`config.mk`:
```
export PLATFORM = sky130hd
export DESIGN_NAME = apb_master
export DESIGN_NICKNAME = d
export VERILOG_FILES = /design/src/rtl/apb_pkg.sv /design/src/rtl/apb_timeout_cnt.sv /design/src/rtl/apb_master.sv
export SDC_FILE = /design/constraint.sdc
export NUM_CORES = 1
export LEC_CHECK = 0
export CORE_ASPECT_RATIO = 0.75
export CORE_MARGIN = 2
export CORE_UTILIZATION = 38
export DETAILED_ROUTE_END_ITERATION = 8
export PLACE_DENSITY = 0.73
export REMOVE_ABC_BUFFERS = 1
export SYNTH_ARGS = -nofsm -noshare
export SYNTH_HDL_FRONTEND = slang
export SYNTH_HIERARCHICAL = 1
export SYNTH_SLANG_ARGS = --single-unit
```
`constraint.sdc`:
```
create_clock -name apb_clk_in -period 2.9 [get_ports apb_clk_in]
set_input_delay 0.29 -clock apb_clk_in [delete_from_list [all_inputs] [get_ports apb_clk_in]]
set_output_delay 0.29 -clock apb_clk_in [all_outputs]
set_load 0.01 [all_outputs]
```
`src/rtl/apb_pkg.sv`:
```
// Shared APB definitions: FSM states, bus width defaults and the response
// code used by the master and the APB register slaves.
package apb_pkg;

    localparam int unsigned APB_DATA_WIDTH_DEF = 32;
    localparam int unsigned APB_ADDR_WIDTH_DEF = 32;
    localparam int unsigned TIMEOUT_CYCLES_DEF = 256;

    typedef enum logic [1:0] {
        IDLE   = 2'd0,
        SETUP  = 2'd1,
        ACCESS = 2'd2,
        RESP   = 2'd3
    } apb_state_e;

    typedef enum logic [1:0] {
        RESP_OKAY    = 2'd0,
        RESP_SLVERR  = 2'd1,
        RESP_TIMEOUT = 2'd2
    } apb_resp_e;

    // A timeout is also reported as a slave error, so it takes priority.
    function automatic apb_resp_e apb_resp_code(input logic slverr, input logic timeout);
        if (timeout) begin
            return RESP_TIMEOUT;
        end else if (slverr) begin
            return RESP_SLVERR;
        end
        return RESP_OKAY;
    endfunction

endpackage

```
`src/rtl/apb_timeout_cnt.sv`:
```
// Clear/enable counter that saturates at LIMIT; expired flags the cycle in
// which an enabled increment reaches LIMIT.
module apb_timeout_cnt #(
    parameter int unsigned LIMIT = 256
) (
    input  logic clk,
    input  logic rst,
    input  logic clear,
    input  logic enable,
    output logic expired
);

    localparam int unsigned CW = $clog2(LIMIT + 1);
    localparam logic [CW-1:0] LIMIT_C = CW'(LIMIT);

    logic [CW-1:0] count_q;
    logic [CW-1:0] count_d;

    always_comb begin
        count_d = count_q;
        if (clear) begin
            count_d = '0;
        end else if (enable && (count_q != LIMIT_C)) begin
            count_d = count_q + CW'(1);
        end
    end

    assign expired = enable && !clear && (count_d == LIMIT_C);

    always_ff @(posedge clk or posedge rst) begin
        if (rst) begin
            count_q <= '0;
        end else begin
            count_q <= count_d;
        end
    end

endmodule

```
`src/rtl/apb_master.sv`:
```
// Single-outstanding APB3/APB4 initiator: one command in, one SETUP/ACCESS
// transfer out, one response back, with an optional ACCESS-phase timeout.
module apb_master
    import apb_pkg::*;
#(
    parameter int unsigned APB_DATA_WIDTH = APB_DATA_WIDTH_DEF,
    parameter int unsigned APB_ADDR_WIDTH = APB_ADDR_WIDTH_DEF,
    parameter int unsigned TIMEOUT_CYCLES = TIMEOUT_CYCLES_DEF
) (
    input  logic                        apb_clk_in,
    input  logic                        apb_rst_in,
    input  logic                        cmd_valid_in,
    output logic                        cmd_ready_out,
    input  logic [APB_ADDR_WIDTH-1:0]   cmd_addr_in,
    input  logic                        cmd_write_in,
    input  logic [APB_DATA_WIDTH-1:0]   cmd_wdata_in,
    input  logic [APB_DATA_WIDTH/8-1:0] cmd_strb_in,
    output logic                        rsp_valid_out,
    input  logic                        rsp_ready_in,
    output logic [APB_DATA_WIDTH-1:0]   rsp_rdata_out,
    output logic                        rsp_slverr_out,
    output logic                        rsp_timeout_out,
    output logic [APB_ADDR_WIDTH-1:0]   apb_addr_out,
    output logic                        apb_psel_out,
    output logic                        apb_penable_out,
    output logic                        apb_write_out,
    output logic [APB_DATA_WIDTH-1:0]   apb_wdata_out,
    output logic [APB_DATA_WIDTH/8-1:0] apb_strb_out,
    input  logic                        apb_ready_in,
    input  logic [APB_DATA_WIDTH-1:0]   apb_rdata_in,
    input  logic                        apb_slverr_in
);

    localparam int unsigned STRB_W = APB_DATA_WIDTH / 8;

    apb_state_e                state_q, state_d;
    logic                      cmd_ready_q, cmd_ready_d;
    logic                      rsp_valid_q, rsp_valid_d;
    logic [APB_DATA_WIDTH-1:0] rsp_rdata_q, rsp_rdata_d;
    logic                      rsp_slverr_q, rsp_slverr_d;
    logic                      rsp_timeout_q, rsp_timeout_d;
    logic [APB_ADDR_WIDTH-1:0] addr_q, addr_d;
    logic                      psel_q, psel_d;
    logic                      penable_q, penable_d;
    logic                      write_q, write_d;
    logic [APB_DATA_WIDTH-1:0] wdata_q, wdata_d;
    logic [STRB_W-1:0]         strb_q, strb_d;
    logic                      timeout_expired;

    generate
        if (TIMEOUT_CYCLES == 0) begin : gen_no_timeout
            assign timeout_expired = 1'b0;
        end else begin : gen_timeout
            logic cnt_clear;
            logic cnt_enable;

            // Cleared while in SETUP so the count starts at zero on ACCESS entry.
            assign cnt_clear  = (state_q == SETUP);
            assign cnt_enable = (state_q == ACCESS) && !apb_ready_in;

            apb_timeout_cnt #(
                .LIMIT(TIMEOUT_CYCLES)
            ) u_timeout_cnt (
                .clk     (apb_clk_in),
                .rst     (apb_rst_in),
                .clear   (cnt_clear),
                .enable  (cnt_enable),
                .expired (timeout_expired)
            );
        end
    endgenerate

    always_comb begin
        state_d       = state_q;
        cmd_ready_d   = cmd_ready_q;
        rsp_valid_d   = rsp_valid_q;
        rsp_rdata_d   = rsp_rdata_q;
        rsp_slverr_d  = rsp_slverr_q;
        rsp_timeout_d = rsp_timeout_q;
        addr_d        = addr_q;
        psel_d        = psel_q;
        penable_d     = penable_q;
        write_d       = write_q;
        wdata_d       = wdata_q;
        strb_d        = strb_q;

        case (state_q)
            IDLE: begin
                cmd_ready_d = 1'b1;
                if (cmd_ready_q && cmd_valid_in) begin
                    cmd_ready_d = 1'b0;
                    addr_d      = cmd_addr_in;
                    write_d     = cmd_write_in;
                    // Reads leave PWDATA untouched and drive an all-zero PSTRB.
                    if (cmd_write_in) begin
                        wdata_d = cmd_wdata_in;
                        strb_d  = cmd_strb_in;
                    end else begin
                        strb_d  = '0;
                    end
                    psel_d  = 1'b1;
                    state_d = SETUP;
                end
            end
            SETUP: begin
                penable_d = 1'b1;
                state_d   = ACCESS;
            end
            ACCESS: begin
                // PREADY is checked first so a late-ready slave beats the timeout.
                if (apb_ready_in) begin
                    psel_d        = 1'b0;
                    penable_d     = 1'b0;
                    rsp_valid_d   = 1'b1;
                    rsp_rdata_d   = write_q ? '0 : apb_rdata_in;
                    rsp_slverr_d  = apb_slverr_in;
                    rsp_timeout_d = 1'b0;
                    state_d       = RESP;
                end else if (timeout_expired) begin
                    psel_d        = 1'b0;
                    penable_d     = 1'b0;
                    rsp_valid_d   = 1'b1;
                    rsp_rdata_d   = '0;
                    rsp_slverr_d  = 1'b1;
                    rsp_timeout_d = 1'b1;
                    state_d       = RESP;
                end
            end
            RESP: begin
                if (rsp_ready_in) begin
                    rsp_valid_d = 1'b0;
                    cmd_ready_d = 1'b1;
                    state_d     = IDLE;
                end
            end
            default: begin
                state_d = IDLE;
            end
        endcase
    end

    always_ff @(posedge apb_clk_in or posedge apb_rst_in) begin
        if (apb_rst_in) begin
            state_q       <= IDLE;
            cmd_ready_q   <= 1'b0;
            rsp_valid_q   <= 1'b0;
            rsp_rdata_q   <= '0;
            rsp_slverr_q  <= 1'b0;
            rsp_timeout_q <= 1'b0;
            addr_q        <= '0;
            psel_q        <= 1'b0;
            penable_q     <= 1'b0;
            write_q       <= 1'b0;
            wdata_q       <= '0;
            strb_q        <= '0;
        end else begin
            state_q       <= state_d;
            cmd_ready_q   <= cmd_ready_d;
            rsp_valid_q   <= rsp_valid_d;
            rsp_rdata_q   <= rsp_rdata_d;
            rsp_slverr_q  <= rsp_slverr_d;
            rsp_timeout_q <= rsp_timeout_d;
            addr_q        <= addr_d;
            psel_q        <= psel_d;
            penable_q     <= penable_d;
            write_q       <= write_d;
            wdata_q       <= wdata_d;
            strb_q        <= strb_d;
        end
    end

    assign cmd_ready_out   = cmd_ready_q;
    assign rsp_valid_out   = rsp_valid_q;
    assign rsp_rdata_out   = rsp_rdata_q;
    assign rsp_slverr_out  = rsp_slverr_q;
    assign rsp_timeout_out = rsp_timeout_q;
    assign apb_addr_out    = addr_q;
    assign apb_psel_out    = psel_q;
    assign apb_penable_out = penable_q;
    assign apb_write_out   = write_q;
    assign apb_wdata_out   = wdata_q;
    assign apb_strb_out    = strb_q;

endmodule

```
==> results of run 1 <==
==> how the worst max path moves through the flow <==
stage                      start      endpoint  slack [ps]  depth (start not counted)
floorplan             state_q[0]  apb_psel_out        -710                         10
global placement    apb_ready_in    state_q[1]          70                         12
detailed placement  apb_ready_in    state_q[1]          60                         12
CTS                   state_q[0]    state_q[1]         120                         13
global route          state_q[0]    state_q[1]         0.9                         13
finish                state_q[0]    state_q[1]          90                         13
==> where the power goes <==
part	switching [uW]	internal [uW]	leakage [uW]
registers	413	2350	0.00149
logic	1470	1980	0.00183
clock network	751	1340	0.000278
total	2640	5680	0.00360
==> worst max-delay path: stages, from the launching register on <==
cell and delay (ps):
dfrtp_1 390, inv_2 100, ha_4 140, nor2b_4 130, buf_6 120, nand4_4 90, or3_1 330, a21oi_2 150
nand4b_1 130, nor4_2 280, buf_4 160, nor3b_2 50, a211oi_2 280, mux2_4 330
==> cell usage in the layout, fill, tap and decap left out, drive strengths merged, types with 4 or more instances in the layout <==
master / count
clkdlybuf4s50: 213
clkbuf: 18
inv: 12
clkinv: 5
mux2: 34
clkinvlp: 4
buf: 19
nand2: 177
o21ai: 38
a21oi: 6
dfrtp: 118
nand4: 6
nor2: 10
ha: 8
a22o: 5
==> stage by stage <==
step | std cells | setup WS, ps | setup TNS [ps]
floorplan | 443 | -712 | -53560
global placement | 840 | 74.8 | 0
detailed placement | 840 | 56.3 | 0
CTS | 871 | 120 | 0
global route | 877 | 0.949 | 0
finish | 877 | 94.5 | 0
==> cells by family after synthesis <==
family / count (synthesis) / share of synthesized area
AO/OA/AOI/OAI: 56 / 0.0671
multiplexers: 36 / 0.0919
buffers and inverters: 37 / 0.0394
adder cells (fa/ha/maj): 8 / 0.0202
AND/OR/NAND/NOR: 208 / 0.175
XOR/XNOR: 6 / 0.0106
flip-flops: 118 / 0.596
==> registers in the layout, summed over array words and instances (netlist names), 2 cells and up <==
signal / cells
state_q: 2
apb_strb_out: 4
apb_addr_out: 32
apb_wdata_out: 32
gen_timeout.u_timeout_cnt/count_q: 9
rsp_rdata_out: 32
==> metal layers <==
metal  vias to the layer above  wire length, um  track usage
li1                       1982                -            -
met5                         -                0            0
met4                         0              286       0.0817
met2                       138             6620        0.315
met1                      1998             5390        0.218
met3                        23             1080       0.0792
==> layout make-up <==
cell class	count	area, sq um
sequential	118	2950
timing repair buffer	232	2320
tap	171	214
multi-input combinational	314	1860
inverter	11	43.8
clock buffer	18	429
clock inverter	13	158
fill	1077	4910
==> what timing repair did <==
item                       4_1_cts  5_1_grt
gates resized for setup          0        9
setup endpoints to repair        0        1
setup buffers                    0        6
==> results.json, run 1 <==
{
  "power_uw": 8310,
  "clkSinkCount": 118,
  "synth_area_per_cell_sq_um": 10.6,
  "antenna_left": 0,
  "viasPerCell": 4.72,
  "drc": 0,
  "cts_tree": "done",
  "crit_arrival_ps": 3090,
  "synth-seq-area-share": 0.596,
  "cap_violations": 0,
  "die-area_sq_um": 14000,
  "synth_flop_cell": "dfrtp_1",
  "period_minus_slack_ps": 2810,
  "hold_slack_ps": 290,
  "h-tree-depth": 4,
  "total_leakage_power_uw": 0.00360,
  "first_global_vias": 4204,
  "grt_max_degree": 69,
  "synth.most_common_cell": "nand2_1",
  "final_util": 0.619,
  "antenna_cells": 0,
  "r2r_end": "state_q[1]",
  "grt_util_all_layers": 0.190,
  "portBuffers": 213,
  "reg2reg_from": "state_q[0]",
  "setup_viol": 0,
  "drive_gt1_frac": 0.142,
  "ys_top_cells_by_area": "dfrtp_1 (60%), nand2_1 (13%), mux2_2 (4.3%), mux2_4 (4.2%), o21ai_1 (3.4%)",
  "coreArea_sq_um": 12900,
  "via_count": 4141,
  "cts_buffers": 17,
  "netlist_instances": 469,
  "clockBufferDepth": 2,
  "tightest_slew_ps": 725,
  "finalNetCount": 809,
  "synth-edff-count": 0,
  "dp_hpwl_mm": 9.47,
  "routed_wl_mm": 13.4,
  "place_area_sq_um": 7300,
  "drtIter0Drc": 156,
  "hold_viol_final": 0,
  "crit_type": "reg -> reg",
  "synthArstFlopShare": 1.00,
  "ys_warn_count": 6,
  "final_max_slew_viol_count": 0,
  "end_kind": "flop",
  "design_area_sq_um": 7980,
  "slew_headroom": 0.517,
  "worstSetupStartpointType": "flop",
  "grt-ovfl-total": 0,
  "die_w_um": 136,
  "yosys_register_bits": 118,
  "cts_hold_buf": 0,
  "synth_top_area_share": 0.596,
  "reg2reg_slack_ps": 90,
  "period_share": 0.967,
  "r2r_cells": 13,
  "critPathMaxFanout": 4,
  "skew_ps": 8.33,
  "power.density_nw_per_um2": 1040,
  "start_util": 0.385,
  "core.rowCount": 36,
  "status": "completed",
  "firstDrtPassIters": 4,
  "yosysTopAreaCell": "dfrtp_1",
  "clk_pin_slew_ps": 60,
  "antenna_found_initial": 0,
  "clock_latency_ps": 410,
  "ir_worst_vdd_mv": 0.523,
  "grt_pass1_wl_mm": 20.4,
  "cts-root-buf": "clkbuf_16",
  "die_h_um": 103,
  "crit_required_ps": 3180,
  "routabilityCongestion": 0.838,
  "ios": 214,
  "synth_common_cells": "nand2_1 (177), dfrtp_1 (118), o21ai_1 (34)",
  "syn2layout_area_growth_pct": 60.9,
  "rsz0062_at_grt": "no",
  "hold_class": "in -> async",
  "synth.distinct_cells": 42,
  "synth_area_sq_um": 4960,
  "wl_per_cell_um": 15.3,
  "fmax_mhz": 356
}
Note: power is estimated with default switching activity, not from simulation.
==> inputs of run 2 (changes only) <==
CORE_UTILIZATION = 40   (was 38)
SLEW_MARGIN = 20   (was default)
clock period = 2.7 ns   (was 2.9 ns; I/O delays follow)
==> run 2 against run 1 <==
- sequential cell count is the same
- clock skew grew 0.74 ps
- sequential share of layout area shrank 1.3 points
- final cell count grew 0.46%
- die area shrank 4.8%
- routed wire length grew 9.1%
- global-route usage grew 2.4 points
- non-clock buffer count grew 7
- first-iteration DRC count grew 31%
- clock power grew 19%
- critical path type unchanged
- register-to-register slack lost 40 ps
==> results.json, run 2 (synthesis results as in run 1) <==
{
  "cts-root-buf": "clkbuf_16",
  "routabilityCongestion": 0.800,
  "worstSetupStartpointType": "flop",
  "total_leakage_power_uw": 0.00374,
  "start_util": 0.407,
  "period_minus_slack_ps": 2640,
  "cts_buffers": 17,
  "worstPathCellList": "inv_2 -> ha_4 -> nor2b_4 -> buf_6 -> nand2_2 -> nor4_4 -> xnor2_1 -> nor2_2 -> nor4_4 -> buf_4 -> o21ai_4 -> clkbuf_16 -> nand2_1 -> o21ai_1",
  "grt_pass1_wl_mm": 21.9,
  "crit_type": "reg -> reg",
  "critPathMaxFanout": 10,
  "portBuffers": 213,
  "routed_wl_mm": 14.6,
  "power.density_nw_per_um2": 1140,
  "die_w_um": 133,
  "clk_pin_slew_ps": 60,
  "via_count": 4238,
  "coreArea_sq_um": 12200,
  "ir_worst_vdd_mv": 0.630,
  "dp_hpwl_mm": 9.46,
  "hold_slack_ps": 230,
  "crit_required_ps": 2990,
  "critical-path-max-stage-delay_ps": 380,
  "cp-startpoint": "state_q[0]",
  "tightest_slew_ps": 614,
  "antenna_cells": 0,
  "antenna_found_initial": 0,
  "core.rowCount": 35,
  "cp_slowest_cell": "dfrtp_1",
  "clockBufferDepth": 2,
  "wl_per_cell_um": 16.6,
  "grt_max_degree": 110,
  "drc": 0,
  "grt_util_all_layers": 0.213,
  "finalNetCount": 817,
  "skew_ps": 9.07,
  "rsz0062_at_grt": "yes",
  "endpoint": "rsp_rdata_out[13]",
  "drive_gt1_frac": 0.172,
  "drtIter0Drc": 205,
  "cap_violations": 0,
  "first_global_vias": 4286,
  "viasPerCell": 4.81,
  "setup_viol": 0,
  "end_kind": "flop",
  "hold_class": "in -> async",
  "r2r_cells": 14,
  "final_common_cell": "clkdlybuf4s50_1",
  "hold_viol_final": 0,
  "slew_headroom": 0.591,
  "clkSinkCount": 118,
  "ios": 214,
  "final_max_slew_viol_count": 0,
  "clock_latency_ps": 410,
  "final_util": 0.679,
  "antenna_left": 0,
  "die_h_um": 100,
  "status": "completed",
  "firstDrtPassIters": 4,
  "final_cell_mix": "clkdlybuf4s50_1 (213), nand2_1 (169), dfrtp_1 (118), o21ai_1 (33)",
  "syn2layout_area_growth_pct": 66.7,
  "die-area_sq_um": 13300,
  "h-tree-depth": 4,
  "reg2reg_from": "state_q[0]",
  "critPathMostFrequentCell": "nor4_4",
  "reg2reg_slack_ps": 60,
  "fmax_mhz": 378,
  "r2r_end": "rsp_rdata_out[13]",
  "cts_tree": "done",
  "grt-ovfl-total": 0,
  "crit_arrival_ps": 2940,
  "period_share": 0.979,
  "cts_hold_buf": 0
}
run 2: final cells by class:
type | instances | area [sq um]
fillers | 943 | 3910
flip-flops and latches | 118 | 2950
repair buffers | 239 | 2440
multi-input cells | 315 | 1970
clock buffers | 20 | 457
well taps | 166 | 208
clock inverters | 12 | 199
inverters | 11 | 43.8
run 2: worst max-delay path: cells and delay by family (launching register included):
family	cells	cell delay, ps
compound gates	2	190
buf+inv	4	620
xor+xnor	1	170
flops	1	380
fa+ha+maj	1	130
simple gates	6	1050
run 2: stage by stage:
step / setup TNS [ps] / power, uW / instance area, sq um / instances / worst slack (ps)
after floorplan: -80780 / 4540 / 4800 / 443 / -912
after global placement: -18.3 / 6550 / 7330 / 839 / -18.3
after detailed placement: -2320 / 6680 / 7330 / 839 / -169
after CTS: -890 / 9380 / 8120 / 876 / -91.6
after global routing: -1090 / 9970 / 8270 / 881 / -57.5
final: 0 / 9460 / 8270 / 881 / 56.4
run 2: per-layer routing:
| metal | share of wire | up-vias | track usage |
|---|---|---|---|
| li1 | - | 2006 | - |
| met1 | 0.41 | 2052 | 0.250 |
| met2 | 0.48 | 158 | 0.356 |
| met3 | 0.087 | 22 | 0.0899 |
| met4 | 0.016 | 0 | 0.0761 |
| met5 | 0 | - | 0 |
run 2: worst min path at each step:
stage                      start                                   end  slack, ps
4_1_cts               apb_rst_in  gen_timeout.u_timeout_cnt/count_q[3]        240
6_report              apb_rst_in  gen_timeout.u_timeout_cnt/count_q[0]        230
3_5_place_dp   apb_wdata_out[10]                     apb_wdata_out[10]        460
5_1_grt               apb_rst_in  gen_timeout.u_timeout_cnt/count_q[0]        270
3_3_place_gp    apb_wdata_out[8]                      apb_wdata_out[8]        460
2_1_floorplan         apb_rst_in  gen_timeout.u_timeout_cnt/count_q[0]        100
run 2: timing repair:
action | 4_1_cts | 5_1_grt
hold endpoints to repair | 0 | 0
setup endpoints to repair | 37 | 39
cloned | 2 | 5
buffers inserted | 4 | 3
pin swaps | 8 | 8
gates resized for setup | 14 | 25
run 2: power breakdown:
part / internal [uW] / total, uW / switching, uW / leakage, uW
clock network: 1690 / 2490 / 809 / 0.000309
registers: 2530 / 2990 / 463 / 0.00149
logic: 2270 / 3980 / 1710 / 0.00194
total: 6480 / 9460 / 2990 / 0.00374
==> inputs of run 3 (changes only) <==
CAP_MARGIN = 20   (was default)
clock period = 3.4 ns   (was 2.7 ns; I/O delays follow)
==> run 3 against run 2 <==
- largest cell class unchanged
- power decreased by 26%
- clock power shrank 27%
- first-iteration DRC count shrank 23%
- register-to-register slack improved by 340 ps
- sequential power decreased by 21%
- via count fell by 4.7%
==> results.json, run 3 (synthesis results as in run 1) <==
{
  "routed_wl_mm": 12.9,
  "coreArea_sq_um": 12200,
  "drive_gt1_frac": 0.119,
  "cts_setup_buffers": 0,
  "via_count": 4037,
  "ios": 214,
  "total_leakage_power_uw": 0.00355,
  "clock_latency_ps": 410,
  "reg2reg_from": "state_q[0]",
  "clockBufferDepth": 2,
  "ir_worst_vdd_mv": 0.486,
  "cts_tree": "done",
  "cp_slowest_cell": "dfrtp_1",
  "rsz0062_at_grt": "no",
  "clk_pin_slew_ps": 50,
  "post_cts_resized": 0,
  "h-tree-depth": 4,
  "clkSinkCount": 118,
  "grt_pass1_wl_mm": 20.7,
  "cts-root-buf": "clkbuf_16",
  "drtIter0Drc": 158,
  "status": "completed",
  "period_share": 0.884,
  "routabilityCongestion": 0.786,
  "crit_arrival_ps": 3280,
  "core.rowCount": 35,
  "cap_violations": 0,
  "syn2layout_area_growth_pct": 58.4,
  "setup_viol": 0,
  "critPathMaxFanout": 8,
  "hold_slack_ps": 305,
  "grt_util_all_layers": 0.199,
  "fin_ws_ps": 394,
  "antenna_found_initial": 0,
  "final_util": 0.645,
  "skew_ps": 17.1,
  "reg2reg_slack_ps": 390,
  "period_minus_slack_ps": 3010,
  "cts_buffers": 17,
  "finalNetCount": 799,
  "slew_headroom": 0.419,
  "hold_viol_final": 0,
  "pre_cts_ws_ps": 301,
  "worstSetupStartpointType": "flop",
  "final_max_slew_viol_count": 0,
  "r2r_cells": 12,
  "antenna_left": 0,
  "tightest_slew_ps": 871,
  "crit_type": "reg -> reg",
  "crit_required_ps": 3680,
  "fmax_mhz": 333,
  "die_h_um": 100,
  "end_kind": "flop",
  "die_w_um": 133,
  "cts_hold_buf": 0,
  "power.density_nw_per_um2": 893,
  "start_util": 0.407,
  "dp_hpwl_mm": 9.17,
  "antenna_cells": 0,
  "drc": 0,
  "final_cell_mix": "clkdlybuf4s50_1 (213), nand2_1 (177), dfrtp_1 (118), o21ai_1 (34), mux2_2 (19)",
  "grt_max_degree": 69,
  "portBuffers": 213,
  "nFillCells": 1007,
  "critical-path-max-stage-delay_ps": 420,
  "firstDrtPassIters": 6,
  "worstPathCellList": "inv_1 -> ha_1 -> nor2b_1 -> buf_4 -> nand4_4 -> or3_1 -> a21oi_2 -> nand4b_1 -> nor4_2 -> nor3b_2 -> a211oi_2 -> mux2_1",
  "wl_per_cell_um": 15.0,
  "viasPerCell": 4.68,
  "power_uw": 7010,
  "hold_class": "in -> async",
  "final_common_cell": "clkdlybuf4s50_1",
  "r2r_end": "state_q[1]",
  "grt-ovfl-total": 0,
  "die-area_sq_um": 13300,
  "first_global_vias": 4114
}
[run 3: cell types whose count changed in the layout (fill, tap and decap cells not counted), moves of 3 or more]
| cell | before | now |
|---|---|---|
| buf_4 | 16 | 7 |
| nand2_1 | 169 | 177 |
| nand2_2 | 4 | 0 |
| nand2_4 | 4 | 0 |
| buf_6 | 3 | 0 |
[run 3: how the worst max path moves through the flow]
stage | startpoint | end | depth (start not counted)
3_3_place_gp | apb_ready_in | state_q[1] | 11
4_1_cts | state_q[0] | state_q[1] | 12
6_report | state_q[0] | state_q[1] | 12
5_1_grt | state_q[0] | state_q[1] | 12
2_1_floorplan | state_q[0] | apb_psel_out | 10
3_5_place_dp | apb_ready_in | state_q[1] | 11
[run 3: report_power, final]
group          switching, uW  internal (uW)
clock                    636           1170
combinational           1210           1630
sequential               358           2010
[run 3: per-stage QoR]
step	area [sq um]	cells	TNS, ps
final	7850	863	0
after global routing	7850	863	0
after CTS	7850	863	0
after detailed placement	7250	831	0
after global placement	7250	831	0
after floorplan	4800	443	-6690
[run 3: area by class of cell]
class / instances / area, sq um / area share
flip-flops and latches: 118 / 2950 / 0.376
repair buffers: 222 / 2220 / 0.283
multi-input cells: 314 / 1830 / 0.232
clock buffers: 20 / 447 / 0.0569
well taps: 166 / 208 / 0.0264
clock inverters: 12 / 151 / 0.0193
inverters: 11 / 43.8 / 0.00558
[run 3: worst max-delay path, delay by kind of cell (launching register included)]
| family | cells | cell delay [ps] |
|---|---|---|
| multiplexers | 1 | 360 |
| flip-flops | 1 | 420 |
| AND/OR/NAND/NOR | 6 | 1250 |
| buffers and inverters | 2 | 300 |
| AO/OA/AOI/OAI | 2 | 380 |
| adder cells (fa/ha/maj) | 1 | 170 |
[run 3: per-layer routing]
layer	global-route usage	routed length (um)	up-vias
li1	-	-	1961
met5	0	0	-
met2	0.314	6150	145
met3	0.0934	1180	19
met1	0.235	5390	1912
met4	0.0835	227	0
